[src/rtl/ram_arbiter_pkg.sv]
`default_nettype none
// ============================================================================
//  Module   : ram_arbiter_pkg
//  Purpose  : Shared types and constants for the two-requester RAM arbiter.
//  Revision : 1.0  initial release
// ============================================================================
package ram_arbiter_pkg;

  // Owner of the RAM port for the current cycle
  typedef enum logic [1:0] {
    IDLE = 2'd0,
    CPU  = 2'd1,
    DBG  = 2'd2
  } owner_e;

  // RAM access size encodings
  localparam logic [1:0] MASK_BYTE = 2'b00;
  localparam logic [1:0] MASK_HALF = 2'b01;
  localparam logic [1:0] MASK_WORD = 2'b11;

  // True for byte and half-word accesses
  function automatic logic is_subword(input logic [1:0] mask);
    return (mask == MASK_BYTE) || (mask == MASK_HALF);
  endfunction

endpackage
`default_nettype wire

[src/rtl/ram_arbiter_if.sv]
`default_nettype none
// ============================================================================
//  Module   : ram_arbiter_if
//  Purpose  : One requester port of the RAM arbiter (request, beat data,
//             grant and registered read return).
//  Revision : 1.0  initial release
// ============================================================================
interface ram_arbiter_if;
  logic        req;
  logic        we;
  logic [31:0] addr;
  logic [31:0] wdata;
  logic [1:0]  mask;
  logic        signed_ext;
  logic        gnt;
  logic [31:0] rdata;
  logic        rvalid;

  // Requester side
  modport master (
    output req, we, addr, wdata, mask, signed_ext,
    input  gnt, rdata, rvalid
  );

  // Arbiter side
  modport slave (
    input  req, we, addr, wdata, mask, signed_ext,
    output gnt, rdata, rvalid
  );
endinterface
`default_nettype wire

[src/rtl/arb_sat_counter.sv]
`default_nettype none
// ============================================================================
//  Module   : arb_sat_counter
//  Purpose  : Saturating up-counter with synchronous clear; clear wins over
//             increment.  sat_o flags that the count has reached MAX.
//  Revision : 1.0  initial release
// ============================================================================
module arb_sat_counter #(
  parameter int MAX   = 4,
  parameter int WIDTH = $clog2(MAX + 1)
) (
  input  wire logic             clk,
  input  wire logic             reset,
  input  wire logic             inc_i,
  input  wire logic             clr_i,
  output logic      [WIDTH-1:0] cnt_o,
  output logic                  sat_o
);

  logic [WIDTH-1:0] cnt_q;
  logic [WIDTH-1:0] cnt_d;
  logic             w_sat;

  assign w_sat = (cnt_q == WIDTH'(MAX));

  // Next count: clear, else increment until saturated
  always_comb begin
    cnt_d = cnt_q;
    if (clr_i) begin
      cnt_d = '0;
    end else if (inc_i && !w_sat) begin
      cnt_d = cnt_q + WIDTH'(1);
    end
  end

  // Count register
  always_ff @(posedge clk) begin
    if (reset) begin
      cnt_q <= '0;
    end else begin
      cnt_q <= cnt_d;
    end
  end

  assign cnt_o = cnt_q;
  assign sat_o = w_sat;

endmodule
`default_nettype wire

[src/rtl/ram_arbiter.sv]
`default_nettype none
// ============================================================================
//  Module   : ram_arbiter
//  Purpose  : Arbitrates the single RAM port between the CPU (priority) and
//             the debug/loader port.  Debug gets bounded bursts while the CPU
//             waits, and pre-empts the CPU once it has waited STARVE_LIMIT.
//  Revision : 1.0  initial release
// ============================================================================
module ram_arbiter
  import ram_arbiter_pkg::*;
#(
  parameter int DBG_MAX_BURST = 4,
  parameter int STARVE_LIMIT  = 8
) (
  input  wire logic        clk,
  input  wire logic        reset,
  ram_arbiter_if.slave     cpu_if,
  ram_arbiter_if.slave     dbg_if,
  output logic             ram_we_o,
  output logic [31:0]      ram_addr_o,
  output logic [31:0]      ram_wdata_o,
  output logic [1:0]       ram_mask_o,
  output logic             ram_signed_ext_o,
  input  wire logic [31:0] ram_rdata_i
);

  localparam int c_STARVE_W = $clog2(STARVE_LIMIT + 1);
  localparam int c_BURST_W  = $clog2(DBG_MAX_BURST + 1);

  owner_e owner_q;
  owner_e owner_d;

  logic                  w_cpu_gnt;
  logic                  w_dbg_gnt;
  logic                  w_starving;
  logic [c_STARVE_W-1:0] w_unused_starve_cnt;
  logic                  w_unused_burst_sat;
  logic [c_BURST_W-1:0]  w_burst_cnt;
  logic [c_BURST_W:0]    w_burst_sum;
  logic                  w_burst_done;
  logic                  w_unused_dbg;

  logic        cpu_rvalid_q;
  logic [31:0] cpu_rdata_q;
  logic        dbg_rvalid_q;
  logic [31:0] dbg_rdata_q;

  // Debug accesses are always word/unsigned, so its size controls are ignored
  assign w_unused_dbg = ^{dbg_if.mask, dbg_if.signed_ext};

  // Debug wait time: counts ungranted request cycles, resets on grant or idle
  arb_sat_counter #(
    .MAX   (STARVE_LIMIT),
    .WIDTH (c_STARVE_W)
  ) u_starve_cnt (
    .clk   (clk),
    .reset (reset),
    .inc_i (dbg_if.req & ~w_dbg_gnt),
    .clr_i (~dbg_if.req | w_dbg_gnt),
    .cnt_o (w_unused_starve_cnt),
    .sat_o (w_starving)
  );

  // Debug beats in the current ownership period
  arb_sat_counter #(
    .MAX   (DBG_MAX_BURST),
    .WIDTH (c_BURST_W)
  ) u_burst_cnt (
    .clk   (clk),
    .reset (reset),
    .inc_i (w_dbg_gnt),
    .clr_i (owner_q != DBG),
    .cnt_o (w_burst_cnt),
    .sat_o (w_unused_burst_sat)
  );

  // Include the beat happening now so the handover lands right after it
  assign w_burst_sum  = {1'b0, w_burst_cnt} + {{c_BURST_W{1'b0}}, w_dbg_gnt};
  assign w_burst_done = (w_burst_sum >= (c_BURST_W + 1)'(DBG_MAX_BURST));

  // Owner state register
  always_ff @(posedge clk) begin
    if (reset) begin
      owner_q <= IDLE;
    end else begin
      owner_q <= owner_d;
    end
  end

  // Owner next-state: CPU first unless debug is starving; bounded debug bursts
  always_comb begin
    owner_d = owner_q;
    case (owner_q)
      IDLE, CPU: begin
        if (dbg_if.req && w_starving) begin
          owner_d = DBG;
        end else if (cpu_if.req) begin
          owner_d = CPU;
        end else if (dbg_if.req) begin
          owner_d = DBG;
        end else begin
          owner_d = IDLE;
        end
      end
      DBG: begin
        if (cpu_if.req && w_burst_done) begin
          owner_d = CPU;
        end else if (dbg_if.req) begin
          owner_d = DBG;
        end else if (cpu_if.req) begin
          owner_d = CPU;
        end else begin
          owner_d = IDLE;
        end
      end
      default: owner_d = IDLE;
    endcase
  end

  // Grants and RAM mux; writes are suppressed during reset
  always_comb begin
    w_cpu_gnt        = 1'b0;
    w_dbg_gnt        = 1'b0;
    ram_we_o         = 1'b0;
    ram_addr_o       = '0;
    ram_wdata_o      = '0;
    ram_mask_o       = MASK_WORD;
    ram_signed_ext_o = 1'b0;
    if ((owner_q == CPU) && cpu_if.req) begin
      w_cpu_gnt        = 1'b1;
      ram_we_o         = cpu_if.we & ~reset;
      ram_addr_o       = cpu_if.addr;
      ram_wdata_o      = cpu_if.wdata;
      ram_mask_o       = cpu_if.mask;
      ram_signed_ext_o = cpu_if.signed_ext;
    end else if ((owner_q == DBG) && dbg_if.req) begin
      w_dbg_gnt        = 1'b1;
      ram_we_o         = dbg_if.we & ~reset;
      ram_addr_o       = dbg_if.addr;
      ram_wdata_o      = dbg_if.wdata;
    end
  end

  // Read return: capture RAM data on a read beat of the granted port
  always_ff @(posedge clk) begin
    if (reset) begin
      cpu_rvalid_q <= 1'b0;
      cpu_rdata_q  <= '0;
      dbg_rvalid_q <= 1'b0;
      dbg_rdata_q  <= '0;
    end else begin
      cpu_rvalid_q <= w_cpu_gnt & ~cpu_if.we;
      dbg_rvalid_q <= w_dbg_gnt & ~dbg_if.we;
      if (w_cpu_gnt && !cpu_if.we) begin
        cpu_rdata_q <= ram_rdata_i;
      end
      if (w_dbg_gnt && !dbg_if.we) begin
        dbg_rdata_q <= ram_rdata_i;
      end
    end
  end

  assign cpu_if.gnt    = w_cpu_gnt;
  assign cpu_if.rdata  = cpu_rdata_q;
  assign cpu_if.rvalid = cpu_rvalid_q;
  assign dbg_if.gnt    = w_dbg_gnt;
  assign dbg_if.rdata  = dbg_rdata_q;
  assign dbg_if.rvalid = dbg_rvalid_q;

endmodule
`default_nettype wire

[src/flat_wrapper.sv]
// flat-port wrapper written by rule: the top's interface ports become plain ports
module ram_arbiter_flat import ram_arbiter_pkg::*;
#(
  parameter int DBG_MAX_BURST = 4,
  parameter int STARVE_LIMIT  = 8
)
  (clk, reset, ram_we_o, ram_addr_o, ram_wdata_o, ram_mask_o, ram_signed_ext_o, ram_rdata_i, cpu_if_req, cpu_if_we, cpu_if_addr, cpu_if_wdata, cpu_if_mask, cpu_if_signed_ext, cpu_if_gnt, cpu_if_rdata, cpu_if_rvalid, dbg_if_req, dbg_if_we, dbg_if_addr, dbg_if_wdata, dbg_if_mask, dbg_if_signed_ext, dbg_if_gnt, dbg_if_rdata, dbg_if_rvalid);
  ram_arbiter_if cpu_if_i ();
  ram_arbiter_if dbg_if_i ();
  input  wire logic clk;
  input  wire logic reset;
  output logic ram_we_o;
  output logic [31:0] ram_addr_o;
  output logic [31:0] ram_wdata_o;
  output logic [1:0] ram_mask_o;
  output logic ram_signed_ext_o;
  input  wire logic [31:0] ram_rdata_i;
  input wire logic [$bits(cpu_if_i.req)-1:0] cpu_if_req;
  input wire logic [$bits(cpu_if_i.we)-1:0] cpu_if_we;
  input wire logic [$bits(cpu_if_i.addr)-1:0] cpu_if_addr;
  input wire logic [$bits(cpu_if_i.wdata)-1:0] cpu_if_wdata;
  input wire logic [$bits(cpu_if_i.mask)-1:0] cpu_if_mask;
  input wire logic [$bits(cpu_if_i.signed_ext)-1:0] cpu_if_signed_ext;
  output wire logic [$bits(cpu_if_i.gnt)-1:0] cpu_if_gnt;
  output wire logic [$bits(cpu_if_i.rdata)-1:0] cpu_if_rdata;
  output wire logic [$bits(cpu_if_i.rvalid)-1:0] cpu_if_rvalid;
  input wire logic [$bits(dbg_if_i.req)-1:0] dbg_if_req;
  input wire logic [$bits(dbg_if_i.we)-1:0] dbg_if_we;
  input wire logic [$bits(dbg_if_i.addr)-1:0] dbg_if_addr;
  input wire logic [$bits(dbg_if_i.wdata)-1:0] dbg_if_wdata;
  input wire logic [$bits(dbg_if_i.mask)-1:0] dbg_if_mask;
  input wire logic [$bits(dbg_if_i.signed_ext)-1:0] dbg_if_signed_ext;
  output wire logic [$bits(dbg_if_i.gnt)-1:0] dbg_if_gnt;
  output wire logic [$bits(dbg_if_i.rdata)-1:0] dbg_if_rdata;
  output wire logic [$bits(dbg_if_i.rvalid)-1:0] dbg_if_rvalid;
  assign cpu_if_i.req = cpu_if_req;
  assign cpu_if_i.we = cpu_if_we;
  assign cpu_if_i.addr = cpu_if_addr;
  assign cpu_if_i.wdata = cpu_if_wdata;
  assign cpu_if_i.mask = cpu_if_mask;
  assign cpu_if_i.signed_ext = cpu_if_signed_ext;
  assign cpu_if_gnt = cpu_if_i.gnt;
  assign cpu_if_rdata = cpu_if_i.rdata;
  assign cpu_if_rvalid = cpu_if_i.rvalid;
  assign dbg_if_i.req = dbg_if_req;
  assign dbg_if_i.we = dbg_if_we;
  assign dbg_if_i.addr = dbg_if_addr;
  assign dbg_if_i.wdata = dbg_if_wdata;
  assign dbg_if_i.mask = dbg_if_mask;
  assign dbg_if_i.signed_ext = dbg_if_signed_ext;
  assign dbg_if_gnt = dbg_if_i.gnt;
  assign dbg_if_rdata = dbg_if_i.rdata;
  assign dbg_if_rvalid = dbg_if_i.rvalid;
  ram_arbiter #(.DBG_MAX_BURST(DBG_MAX_BURST), .STARVE_LIMIT(STARVE_LIMIT)) u_core (.clk(clk), .reset(reset), .cpu_if(cpu_if_i), .dbg_if(dbg_if_i), .ram_we_o(ram_we_o), .ram_addr_o(ram_addr_o), .ram_wdata_o(ram_wdata_o), .ram_mask_o(ram_mask_o), .ram_signed_ext_o(ram_signed_ext_o), .ram_rdata_i(ram_rdata_i));
endmodule
[config.mk]
export PLATFORM = sky130hd
export DESIGN_NAME = ram_arbiter_flat
export DESIGN_NICKNAME = d
export VERILOG_FILES = /design/src/rtl/ram_arbiter_pkg.sv /design/src/rtl/ram_arbiter_if.sv /design/src/rtl/arb_sat_counter.sv /design/src/rtl/ram_arbiter.sv /design/src/flat_wrapper.sv
export SDC_FILE = /design/constraint.sdc
export NUM_CORES = 1
export LEC_CHECK = 0
export ABC_AREA = 0
export CORE_AREA = 2 2 121 123
export DETAILED_ROUTE_END_ITERATION = 8
export DIE_AREA = 0 0 123 125
export GPL_TIMING_DRIVEN = 0
export PLACE_DENSITY = 0.66
export SKIP_CTS_REPAIR_TIMING = 1
export SYNTH_ARGS = -nofsm -noshare
export SYNTH_HDL_FRONTEND = slang
export SYNTH_SLANG_ARGS = --single-unit
[constraint.sdc]
create_clock -name clk -period 3.2 [get_ports clk]
set_input_delay 0.64 -clock clk [delete_from_list [all_inputs] [get_ports clk]]
set_output_delay 0.64 -clock clk [all_outputs]
set_load 0.02 [all_outputs]
# Word level (Yosys, flattened, before mapping)
# Cells that the tools add are included.
[totals]
romBits = 0
wordCells = 61
ff_bits = 75
ramBits = 0
in_bits = 172
n_memories = 0
output_inout_bits = 136
latchBits = 0
[op_classes]
magnitude_cmp = 1
muxes = 18
div_mod_pow = 0
n_addsub = 3
shifts = 0
n_bitwise = 11
reduce_logical = 16
n_eq_ne = 5
n_mul = 0
[ops]
columns = ["operator", "n"]
rows = [
  ["2-to-1 mux 32 bit", 4],
  ["2-to-1 mux 2 bit", 6],
  ["logical AND 1 bit", 8],
  ["2-to-1 mux 1 bit", 7],
  ["OR reduction 2 bit", 3],
  ["bitwise AND 1 bit", 5],
  ["NOT 1 bit", 5],
  ["adder 3 x 1 -> 4 bit", 1],
  ["adder 4 x 1 -> 4 bit, second input constant", 1],
  ["equality test 4 bit, second input constant", 1],
  [">= comparator 4 x 3 -> 1 bit, second input constant", 1],
  ["logical NOT 1 bit", 4],
  ["case mux 2 bit (2 select lines)", 1],
  ["adder 3 x 1 -> 3 bit, second input constant", 1],
  ["equality test 3 bit, second input constant", 1],
  ["equality test 2 x 1 -> 1 bit, second input constant", 1],
  ["equality test 2 bit, second input constant", 1],
  ["logical NOT 2 bit", 1],
  ["inequality test 2 bit, second input constant", 1],
  ["bitwise OR 1 bit", 1],
]

# Depth between registers and ports, before layout
# Gate-level depths: netlist of run 1.
[depth]
depth_word = 9
mapped_depth = 6
mapped_depth_nobuf = 5

# Cells and area by module
# Synthesis of run 1 repeated with hierarchy kept, for this count alone.
[hier_totals]
cells_unflattened = 431
area_unflattened_um2 = 3498.4
[modules_own_cells]
columns = ["mod", "area_each_um2", "instances", "seq_area_each_um2", "cells_per_inst"]
rows = [
  ["ram_arbiter", 3086.7, 1, 1361.3, 388],
  ["arb_sat_counter at u_core.u_starve_cnt", 224.0, 1, 80.1, 25],
  ["arb_sat_counter at u_core.u_burst_cnt", 187.7, 1, 60.1, 18],
]

# Least setup slack after synthesis of run 1
# No wires, ideal clock.
[synth_timing]
path_type = "input -> output"
from = "input port cpu_if_req"
to = "output port ram_wdata_o[13]"
t_required_ns = 2.560
arrival_time_ns = 1.466
path_buffers = 3
path_slack_ns = 1.094
path_stages = 5
path_cell_list = "and3b_1 buf_6 buf_6 buf_6 a22o_1"
[synth_via]
elab_chain_len = 2
[synth_rtl]
columns = ["item", "line_no", "rtl"]
rows = [
  ["start, declared", "flat_wrapper.sv:18", "input wire logic [$bits(cpu_if_i.req)-1:0] cpu_if_req;"],
  ["logical AND 1 bit", "ram_arbiter.sv:129", "if ((owner_q == CPU) && cpu_if.req) begin"],
  ["2-to-1 mux 32 bit", "ram_arbiter.sv:129", ""],
  ["end, declared", "flat_wrapper.sv:14", "output logic [31:0] ram_wdata_o;"],
]
# No other way between the ends.

# Worst setup path after layout of run 1
[layout_timing]
from = "input port dbg_if_req"
to = "output port dbg_if_gnt"
[layout_via]
elab_chain_len = 3
[layout_rtl]
columns = ["item", "line_no", "rtl"]
rows = [
  ["start, declared", "flat_wrapper.sv:27", "input wire logic [$bits(dbg_if_i.req)-1:0] dbg_if_req;"],
  ["logical AND 1 bit", "ram_arbiter.sv:136", "end else if ((owner_q == DBG) && dbg_if.req) begin"],
  ["2-to-1 mux 1 bit", "ram_arbiter.sv:136", ""],
  ["2-to-1 mux 1 bit", "ram_arbiter.sv:129", ""],
  ["end, declared", "flat_wrapper.sv:33", "output wire logic [$bits(dbg_if_i.gnt)-1:0] dbg_if_gnt;"],
]
# No other way between the ends.

==> metrics, run 1 <==
outcome=finished, final reports clean; final setup vio count=0; flop2flop setup slack=1710 ps; CP peak stage delay=620 ps; adder-cell share of the synthesized area=1.438%; maximum vdd drop=321.6 µV; Synth Area in Simple Gates=between 10% and 20%; drt total wl=17860 µm; total gr overflow=0; critical path class=input port to output port; clock root buffer master=clkbuf_16; net count after synthesis=~600; Synth Area in Compound Gates=26.74%; hold wc startpoint=u_core.cpu_if.rdata[18]$_SDFFE_PP0P_; Post-DRT Antenna Nets=0; Worst Setup End Kind=output port; Worst Path Buf+Inv=4; RR Endpoint=u_core.cpu_if.rdata[30]$_SDFFE_PP0P_; R2R depth=5; hold endpoint=u_core.cpu_if.rdata[18]$_SDFFE_PP0P_; gr usage total=21.62%; Yosys reg bits=75; Fillers=1370; clk slew on worst S/H paths=60 ps; Synth Instances=approximately 430; post-route minimum period=~3000 ps; clk_lat worst skew=~330 ps; Max Cap Viol=0; CP max stage cell=clkdlybuf4s50_1; Least-Margin Pin Slew=566.4 ps; Initial DRT Pass Iterations=4; CTS tree=yes; Initial Util=24.51%; Syn Area/Cell=between 8 and 9 µm²; Port Buffers=303; Worst Path Required=approximately 2600 ps; CP max FO=10; Final HPWL DP=about 14000 µm; die width=around 120 µm; crit share post-route=about 95%; # DRC=0; drt initial violations=138; endpoints failing hold=0; Worst Hold Class=register to register; number of global-route vias before repair=about 4400; Max Slew Vio Count=0; H-tree levels=3; num rows=44; Ys Warns=0; RSZ-0062 raised after global routing=false; via count=4356; vias per cell=between 4 and 5; initial antenna violation count=2; clk buf depth=2; mux cell area share after synthesis=0.8627%; first-pass GRT wire length=roughly 25000 µm; Die Y=125 µm; Final Cell Area=0.007214 mm²; Worst Hold Path Cells=2; Slew HR=between 60 and 70%; io pins=308; GP Congestion=between 0.9 and 1; Fmax=0.3284 GHz; XOR/XNOR Fraction of Synth Area=0.5032%; Critical Path Source Type=input port; die area=0.01538 mm²; WL/cell=19.24 µm; LEAKAGE=3.689 nW; CTS sink cnt=75; largest net degree at the start of global routing=13; Syn Std Cell Area=0.003481 mm²; Most common cell on crit path=clkdlybuf4s50_1; Finished Core Util=50.79%; Num CTS Buffers=9; Distinct cells, synth=29; fraction of layout cells with a size suffix above 1=6.317%; Worst Clk Skew=3.531 ps; instance area at placement=0.006744 mm²; Data arrival, critical path=2400 ps; n_diodes=0; largest family of logic cells by synthesized area=compound AO/OA/AOI/OAI gates; Area Growth Syn to Fin=107.3%; CP cell instances=clkdlybuf4s50_1, and3b_1, buf_2, clkbuf_4, clkdlybuf4s50_1; Final nets=around 900; Pwr Density=342.5 mW/mm²; post-synthesis sequential area ratio=between 40% and 50%; Core Footprint=0.01420 mm²; reg2reg start=u_core.owner_q[1]$_SDFF_PP0_; CP delay by family, top=buffers and inverters
==> cell type report <==
cell class,instances,area (µm²),share of cell area [%]
Multi-Input combinational cell,306,1717,23.79
Sequential cell,75,1501,20.81
Tap cell,184,230.2,3.191
Timing Repair Buffer,303,3198,44.33
Clock inverter,5,53.80,0.7458
Inverter,4,15.01,0.2081
Clock buffer,10,239.0,3.313
Buffer,41,260.3,3.607
==> power breakdown <==
part	switching, W	leakage, nW	internal (W)
Sequential	0.0000101	0.606	0.000950
Clock	0.000375	0.148	0.000617
Combinational	0.000211	2.94	0.000308
Total	0.000596	3.69	0.00188
==> cell usage after synthesis <==
cell | number | share of area (%)
a21oi_1 | 69 | 9.9
a22o_1 | 64 | 16
a22oi_1 | 1 | 0.22
a2bb2oi_1 | 1 | 0.25
a311oi_1 | 1 | 0.25
and2_1 | 1 | 0.18
and3b_1 | 2 | 0.50
and4b_1 | 1 | 0.29
and4bb_2 | 1 | 0.36
buf_2 | 18 | 2.6
buf_4 | 7 | 1.5
buf_6 | 6 | 1.9
clkbuf_1 | 10 | 1.1
dfxtp_1 | 75 | 43
ha_1 | 4 | 1.4
inv_1 | 4 | 0.43
mux2i_1 | 3 | 0.86
nand2_1 | 136 | 15
nand2b_1 | 3 | 0.54
nand3_1 | 1 | 0.14
nand3b_1 | 2 | 0.43
nand4bb_1 | 2 | 0.65
nor2_1 | 6 | 0.65
nor2b_1 | 1 | 0.18
nor3b_1 | 3 | 0.65
nor4bb_1 | 1 | 0.29
or3b_1 | 1 | 0.25
xnor2_1 | 1 | 0.25
xor2_1 | 1 | 0.25
==> per-stage QoR <==
| stage | instances | TNS [ps] | power [W] | hold slack, ps | worst slack [ps] |
|---|---|---|---|---|---|
| 5_1_grt | 928 | 0 | 0.002566 | 468.3 | 67.73 |
| 3_5_place_dp | 913 | -2338 | 0.001504 | 448.1 | -89.18 |
| 4_1_cts | 928 | -2813 | 0.002502 | 455.9 | -101.4 |
| 3_3_place_gp | 913 | -1972 | 0.001500 | 441.9 | -99.19 |
| 6_report | 928 | 0 | 0.002471 | 452.7 | 155.3 |
| 2_1_floorplan | 426 | 0 | 0.001148 | 465.2 | 1094 |
==> cells in the final DEF, fill, tap and decap left out, types with 2 or more instances in the layout <==
master / synthesis / routed
a21oi_1: 69 / 69
a22o_1: 64 / 64
and3b_1: 2 / 2
buf_2: 18 / 13
buf_4: 7 / 7
buf_6: 6 / 6
clkbuf_1: 10 / 10
clkbuf_16: 0 / 9
clkbuf_4: 0 / 5
clkdlybuf4s50_1: 0 / 237
clkinv_2: 0 / 3
dfxtp_1: 75 / 75
dlymetal6s2s_1: 0 / 66
ha_1: 4 / 4
inv_1: 4 / 4
mux2i_1: 3 / 3
nand2_1: 136 / 136
nand2b_1: 3 / 3
nand3b_1: 2 / 2
nand4bb_1: 2 / 2
nor2_1: 6 / 6
nor3b_1: 3 / 3
==> worst max-delay path by stage <==
stage,from,end,depth (start not counted)
6_report,dbg_if_req,dbg_if_gnt,5
5_1_grt,dbg_if_req,dbg_if_gnt,5
4_1_cts,dbg_if_req,ram_wdata_o[4],7
3_5_place_dp,dbg_if_req,ram_wdata_o[2],7
3_3_place_gp,cpu_if_req,ram_signed_ext_o,6
2_1_floorplan,cpu_if_req,ram_wdata_o[13],5
==> cells by family after synthesis <==
family	count (synthesis)
flops	75
mux	3
compound gates	136
fa+ha+maj	4
xor+xnor	2
simple gates	161
buf+inv	45
==> routing by layer <==
layer / track usage, % / vias up / part of all wire (%)
li1: - / 2110 / -
met1: 21.61 / 2001 / 35
met2: 38.67 / 207 / 50
met3: 9.078 / 38 / 11
met4: 9.358 / 0 / 4.0
met5: 0 / - / 0
==> flip-flops by register name (all words and copies together) (netlist names) <==
name and flops:
u_core.cpu_if.rvalid 1, u_core.dbg_if.rdata 32, u_core.owner_q 2, u_core.u_starve_cnt.cnt_o 4, u_core.dbg_if.rvalid 1, u_core.u_burst_cnt.cnt_o 3, u_core.cpu_if.rdata 32
==> worst reg2reg max path: stages (launching register included) <==
cell and delay [ps]:
dfxtp_1 350, nand4bb_1 130, buf_2 180, clkbuf_1 470
nand2_1 110, a21oi_1 170
(Power assumes the default switching activity.)
==> run 2: changes to the inputs <==
CAP_MARGIN = 20   (was default)
==> results of run 2 <==
Same layout as run 1: the final DEF is identical, and so are final timing and power.
==> run 3: changes to the inputs <==
CAP_MARGIN = default   (was 20)
==> results of run 3 <==
Same layout as run 1: the final DEF is identical, and so are final timing and power.
